--- src/rtl/console_writer.sv ---
// console_writer: text-console front end for a VGA text-mode framebuffer.
//
// It takes a character byte stream over a valid/ready handshake and keeps a
// cursor (row, col). Printable bytes become framebuffer cell writes. Control
// codes move the cursor or start a clear sweep. The display wraps to the top
// row; it does not scroll.
//
// Optional feature: define CONSOLE_ATTR_EN to add the in_attr input. It is
// sampled with in_data and drives bit 8 of printable cell writes.
//
// Ports:
//   clk          system clock, rising edge
//   rst_n        synchronous active-low reset
//   in_data      character byte
//   in_valid     in_data is valid
//   in_attr      attribute bit for printable writes (CONSOLE_ATTR_EN only)
//   in_ready     a byte is accepted this cycle when in_valid is also high
//   bus_wraddr   cell address {1'b0, row[4:0], col[6:0]}
//   bus_wrdata   cell value {attr, char}
//   bus_wrvalid  write request
//   bus_wrready  framebuffer accepts the write
module console_writer #(
    parameter int COLS  = 80,   // must be <= 128
    parameter int ROWS  = 25,   // must be <= 32
    parameter int TAB_W = 8     // must be a power of two
) (
    input  logic        clk,
    input  logic        rst_n,
    input  logic [7:0]  in_data,
    input  logic        in_valid,
`ifdef CONSOLE_ATTR_EN
    input  logic        in_attr,
`endif
    output logic        in_ready,
    output logic [12:0] bus_wraddr,
    output logic [8:0]  bus_wrdata,
    output logic        bus_wrvalid,
    input  logic        bus_wrready
);

    typedef enum logic [1:0] {
        S_IDLE,
        S_PUT,
        S_CLR_ROW,
        S_CLR_ALL
    } state_t;

    localparam logic [6:0] LP_COL_LAST = 7'(COLS - 1);
    localparam logic [4:0] LP_ROW_LAST = 5'(ROWS - 1);
    localparam logic [6:0] LP_TAB_MASK = 7'(TAB_W - 1);
    localparam logic [8:0] LP_BLANK    = 9'h020;

    state_t      r_state;
    logic [4:0]  r_row;
    logic [6:0]  r_col;
    logic [4:0]  r_clr_row;   // next cell to issue in a clear sweep
    logic [6:0]  r_clr_col;
    logic        r_clr_last;  // final cell of the sweep has been issued
    logic        r_wrap;      // printable write is followed by a row clear
    logic        r_wrvalid;
    logic [12:0] r_wraddr;
    logic [8:0]  r_wrdata;
    logic        r_in_ready;

    logic        w_attr;
    logic        w_accept;
    logic        w_slot_free;
    logic        w_printable;
    logic        w_newline;
    logic [4:0]  w_row_next;
    logic [7:0]  w_tab_col;

`ifdef CONSOLE_ATTR_EN
    assign w_attr = in_attr;
`else
    assign w_attr = 1'b0;
`endif

    assign w_accept    = in_valid && r_in_ready;
    // A new write can be loaded when nothing is pending or the pending one completes now.
    assign w_slot_free = !r_wrvalid || bus_wrready;
    assign w_printable = (in_data >= 8'h20) && (in_data <= 8'h7E);
    assign w_row_next  = (r_row == LP_ROW_LAST) ? 5'd0 : r_row + 5'd1;
    // Computed one bit wider so a tab past the last column cannot alias back to a small value.
    assign w_tab_col   = {1'b0, r_col & ~LP_TAB_MASK} + 8'(TAB_W);
    assign w_newline   = (in_data == 8'h0A) ||
                         ((in_data == 8'h09) && (w_tab_col >= 8'(COLS)));

    assign in_ready    = r_in_ready;
    assign bus_wraddr  = r_wraddr;
    assign bus_wrdata  = r_wrdata;
    assign bus_wrvalid = r_wrvalid;

    // NOTE: reset is sampled on the clock edge (synchronous). Every register, state included, sits under it.
    // NOTE: all state updates use non-blocking assignments, so every branch sees the pre-edge values.
    always_ff @(posedge clk) begin
        if (!rst_n) begin
            r_state    <= S_CLR_ALL;
            r_row      <= 5'd0;
            r_col      <= 7'd0;
            r_clr_row  <= 5'd0;
            r_clr_col  <= 7'd0;
            r_clr_last <= 1'b0;
            r_wrap     <= 1'b0;
            r_wrvalid  <= 1'b0;
            r_wraddr   <= 13'd0;
            r_wrdata   <= 9'd0;
            r_in_ready <= 1'b0;
        end else begin
            case (r_state)
                S_IDLE: begin
                    if (w_accept) begin
                        if (w_printable) begin
                            r_wrvalid  <= 1'b1;
                            r_wraddr   <= {1'b0, r_row, r_col};
                            r_wrdata   <= {w_attr, in_data};
                            r_in_ready <= 1'b0;
                            r_state    <= S_PUT;
                            r_clr_col  <= 7'd0;
                            r_clr_last <= 1'b0;
                            if (r_col == LP_COL_LAST) begin
                                r_col     <= 7'd0;
                                r_row     <= w_row_next;
                                r_clr_row <= w_row_next;
                                r_wrap    <= 1'b1;
                            end else begin
                                r_col  <= r_col + 7'd1;
                                r_wrap <= 1'b0;
                            end
                        end else if (w_newline) begin
                            r_col      <= 7'd0;
                            r_row      <= w_row_next;
                            r_clr_row  <= w_row_next;
                            r_clr_col  <= 7'd0;
                            r_clr_last <= 1'b0;
                            r_in_ready <= 1'b0;
                            r_state    <= S_CLR_ROW;
                        end else begin
                            case (in_data)
                                8'h0D: r_col <= 7'd0;
                                8'h08: if (r_col != 7'd0) r_col <= r_col - 7'd1;
                                8'h09: r_col <= w_tab_col[6:0];
                                8'h0C: begin
                                    r_clr_row  <= 5'd0;
                                    r_clr_col  <= 7'd0;
                                    r_clr_last <= 1'b0;
                                    r_in_ready <= 1'b0;
                                    r_state    <= S_CLR_ALL;
                                end
                                default: ;  // consumed and ignored
                            endcase
                        end
                    end
                end

                S_PUT: begin
                    if (r_wrvalid && bus_wrready) begin
                        r_wrvalid <= 1'b0;
                        if (r_wrap) begin
                            r_state <= S_CLR_ROW;
                        end else begin
                            r_state    <= S_IDLE;
                            r_in_ready <= 1'b1;
                        end
                    end
                end

                S_CLR_ROW, S_CLR_ALL: begin
                    if (w_slot_free) begin
                        if (r_clr_last) begin
                            r_wrvalid  <= 1'b0;
                            r_in_ready <= 1'b1;
                            r_state    <= S_IDLE;
                            if (r_state == S_CLR_ALL) begin
                                r_row <= 5'd0;
                                r_col <= 7'd0;
                            end
                        end else begin
                            r_wrvalid <= 1'b1;
                            r_wraddr  <= {1'b0, r_clr_row, r_clr_col};
                            r_wrdata  <= LP_BLANK;
                            if (r_clr_col == LP_COL_LAST) begin
                                r_clr_col <= 7'd0;
                                if ((r_state == S_CLR_ROW) || (r_clr_row == LP_ROW_LAST))
                                    r_clr_last <= 1'b1;
                                else
                                    r_clr_row <= r_clr_row + 5'd1;
                            end else begin
                                r_clr_col <= r_clr_col + 7'd1;
                            end
                        end
                    end
                end

                default: r_state <= S_IDLE;
            endcase
        end
    end

endmodule

--- config.mk ---
export PLATFORM = sky130hd
export DESIGN_NAME = console_writer
export DESIGN_NICKNAME = d
export VERILOG_FILES = /design/src/rtl/console_writer.sv
export SDC_FILE = /design/constraint.sdc
export NUM_CORES = 1
export LEC_CHECK = 0
export BUFFER_PORTS_ARGS = -buffer_cell sky130_fd_sc_hd__buf_2
export CAP_MARGIN = 20
export CORE_ASPECT_RATIO = 1.2
export CORE_MARGIN = 5
export CORE_UTILIZATION = 40
export CTS_CLUSTER_DIAMETER = 80
export CTS_CLUSTER_SIZE = 14
export DETAILED_ROUTE_END_ITERATION = 16
export PLACE_DENSITY_LB_ADDON = 0.15
export RECOVER_POWER = 25
export SETUP_SLACK_MARGIN = 0.15
export SLEW_MARGIN = 20
export SYNTH_ARGS = -nofsm -noshare
export SYNTH_HDL_FRONTEND = slang
export SYNTH_SLANG_ARGS = --single-unit
--- constraint.sdc ---
create_clock -name clk -period 5.1 [get_ports clk]
set_clock_uncertainty 0.05 [all_clocks]
set_input_delay 1.275 -clock clk [delete_from_list [all_inputs] [get_ports clk]]
set_output_delay 1.275 -clock clk [all_outputs]
set_load 0.02 [all_outputs]
==> results.cfg <==
[sta]
timing_hold_violations_final = 0
fin_crit_ns = 3.31
worst_slack_ns = 1.79
headroom_to_the_max_slew_limit_pct = 41.2
maxSlewViolCount = 0
clock.fmax_ghz = 0.302
final_setup_violation_count = 0
fin_setup_tns_ns = 0
unrepaired_setup_endpoints_after_global_routing = no
post-route-period-util_pct = 64.9
worstMarginPinSlew_ns = 0.882

[setup_path]
cp_cell_sequence = buf_2 > and4_1 > a41o_1 > a21oi_2 > and2_1 > buf_4 > nand3_1 > a21oi_1
cp_max_fo = 25
worstSetupEndpointType = flip-flop
slowest_stage = and2_1
cp_slowest_stage_delay_ns = 0.73
critPathRequiredTime_ns = 5.28
worst_ep_arrival_time_ns = 3.49
startpoint_type = input port
criticalPathCategory = in2reg

[yosys]
biggest_area_contributors_in_the_synthesized_netlist = dfxtp_1, ha_1, nand2_1, nand3_1, nor2_1
synth_top_area_share_pct = 30.9
synth_top_cells_by_count = nand2_1, dfxtp_1, nor2_1
postSynthRegisterBits = 50
netlist_area_sq_um = 3240
synth_top_area_cell = dfxtp_1
ys.flop_type = dfxtp_1
synth.most_common_cell = nand2_1
asyncSetResetFlopFracSynth_pct = 0
yosysWarningCount = 0
synth.lib_cells_used.distinct = 79
synth-edff-count = 0
gate_count_of_the_mapped_netlist = 393
syn_area_per_cell_sq_um = 8.26
synth_sequential_area_ratio_pct = 30.9

[outcome]
status = finished, final reports clean

[drt]
post-route-drc-count = 0
vias_per_cell = 5.91
drtPass1Iterations = 5
drt-wirelength-per-cell_microns = 17.0
postRouteAntennaNets = 0
detail_route.wirelength_microns = 8700
detailroute.via_count = 3024
dr.first_iter.drc_count = 136

[floorplan]
coreArea_sq_um = 8020
total_die_area_sq_um = 10000
io_pins = 36
die_w_microns = 92.2
rows = 36
initial_utilization_pct = 40.5
fp.dieH_microns = 109

[global_routing]
maximum_number_of_pins_on_one_net_before_global_route_repair = 42
number_of_global_route_vias_before_repair = 2948
total_track_usage_pct = 18.0
overflow = 0
first_pass_grt_wire_length_microns = 14700
grt_antenna_before_repair = 0

[placed_design]
postPlaceCellArea_sq_um = 3450
numPortBuffers = 33
dpl.hpwl_microns = 6280
place_congestion = 0.796
place_ws_ns = 1.44

[cts]
clockBufferDepth = 2
post-cts-setup-buffers = 0
tritoncts = yes
clkLatencyLatePin_ns = 0.30
clock-root-buffer = clkbuf_8
ctsHoldBuffers = 0
cts.sink_count = 50
cts_made_buffers = 5
ctsResizeCount = 0
clock_pin_slew_on_the_worst_setup_and_hold_paths_ns = 0.10
htree_num_levels = 2

[finish]
antennaDiodeCount = 0
layout-drive-gt1-share_pct = 12.2
num-fill-cells = 852
growth_of_design_area_from_synthesis_to_finish_pct = 8.56
nets = 444
final_design_area_no_fill_sq_um = 3520

[power]
total_leakage_power_nw = 1.34
power.density_cell_area_nw_per_um2 = 498
irDropWorstVdd_uv = 177

[run]
max-cap-violations = 0

[worst_hold_path]
timing.hold.worst.class = reg2reg
## path summary, 6_finish.rpt
| check | from | to | slack (ns) | cells after the start |
|---|---|---|---|---|
| worst min-delay path | bus_wrdata[2]$_SDFFE_PN0P_ | bus_wrdata[2]$_SDFFE_PN0P_ | 0.40 | 2 |
| worst max register to register | r_state[1]$_SDFFE_PN1P_ | bus_wrdata[0]$_SDFFE_PN0P_ | 1.85 | 9 |
| worst min register to register | bus_wrdata[2]$_SDFFE_PN0P_ | bus_wrdata[2]$_SDFFE_PN0P_ | 0.40 | 2 |
| worst max-delay path | in_data[2] | bus_wrdata[0]$_SDFFE_PN0P_ | 1.79 | 8 |
## kinds of logic after synthesis
| group | count (synthesis) | share of synthesized area (%) |
|---|---|---|
| buffers and inverters | 38 | 5.32 |
| XOR/XNOR | 7 | 1.89 |
| adder cells (fa/ha/maj) | 16 | 6.17 |
| AND/OR/NAND/NOR | 157 | 25.9 |
| multiplexers | 5 | 1.58 |
| AO/OA/AOI/OAI | 119 | 28.2 |
| flip-flops | 50 | 30.9 |
| other | 1 | 0.116 |
## layout make-up
type	instances	area, sq um	share of cell area, %
inverter	15	56.3	1.60
timing repair buffer	38	180	5.12
clock buffer	7	86.3	2.45
clock inverter	1	5.00	0.142
multi-input combinational	306	2070	58.9
tap	95	119	3.37
sequential	50	1000	28.4
## state kept, by name, indices dropped and copies added, names as in the netlist
name and cells:
bus_wraddr 12, bus_wrdata 8, bus_wrvalid 1, in_ready 1
r_clr_col 7, r_clr_last 1, r_clr_row 5, r_col 7
r_row 5, r_state 2, r_wrap 1
## layout by cell type (no fill, tap or decap), types with 2 or more instances in the layout
cell	synthesis	final
buf_2	6	15
o211a_1	7	7
a32oi_1	4	4
nand2_1	53	53
a21oi_1	20	20
conb_1	1	2
or3_1	5	5
a211o_1	3	3
nand3_1	26	26
o21ai_1	5	5
o21a_1	2	2
inv_1	14	14
buf_4	4	5
a32o_1	2	2
and4_1	2	2
o21ai_0	14	14
nor3_1	4	4
and3_1	8	8
nand2b_1	6	6
mux2i_1	4	4
a311oi_1	6	6
ha_1	16	16
a31oi_1	6	6
nor4b_2	2	2
and2_1	3	3
o41ai_1	3	3
xor2_1	3	3
o211ai_1	11	11
a21boi_0	2	2
clkbuf_8	0	6
nor2_1	28	28
clkbuf_1	12	19
a21oi_2	2	2
nand4_1	3	3
o2bb2ai_1	4	4
o22ai_1	2	2
a221oi_1	3	3
xnor2_1	4	4
a22oi_1	3	3
dfxtp_1	50	50
## routing by layer
metal	share of wire [%]	routed length (microns)	global-route usage, %
met1	45	3940	22.7
met2	49	4300	32.2
met3	3.7	325	2.48
met4	1.6	141	4.99
met5	0	0	0
## per-stage QoR
step / utilization [%] / cells / hold slack (ns) / total power [mW]
final: 43.9 / 512 / 0.404 / 1.76
after global routing: 43.9 / 512 / 0.417 / 1.91
after CTS: 44.2 / 512 / 0.404 / 1.79
after detailed placement: 43.1 / 504 / 0.390 / 1.53
after global placement: 43.1 / 504 / 0.385 / 1.52
after floorplan: - / 394 / 0.404 / 1.28
## worst max-delay path: cells and delay by family
family	cells	cell delay, ns
AOI/OAI and AO/OA	3	0.72
buffers and inverters	2	0.47
and+or+nand+nor	3	1.04
## power by group
part	switching (mW)	total, mW	internal, mW
logic	0.632	0.951	0.319
clock network	0.135	0.245	0.110
registers	0.0757	0.560	0.484
No activity file was read; power rests on OpenSTA's default activity.
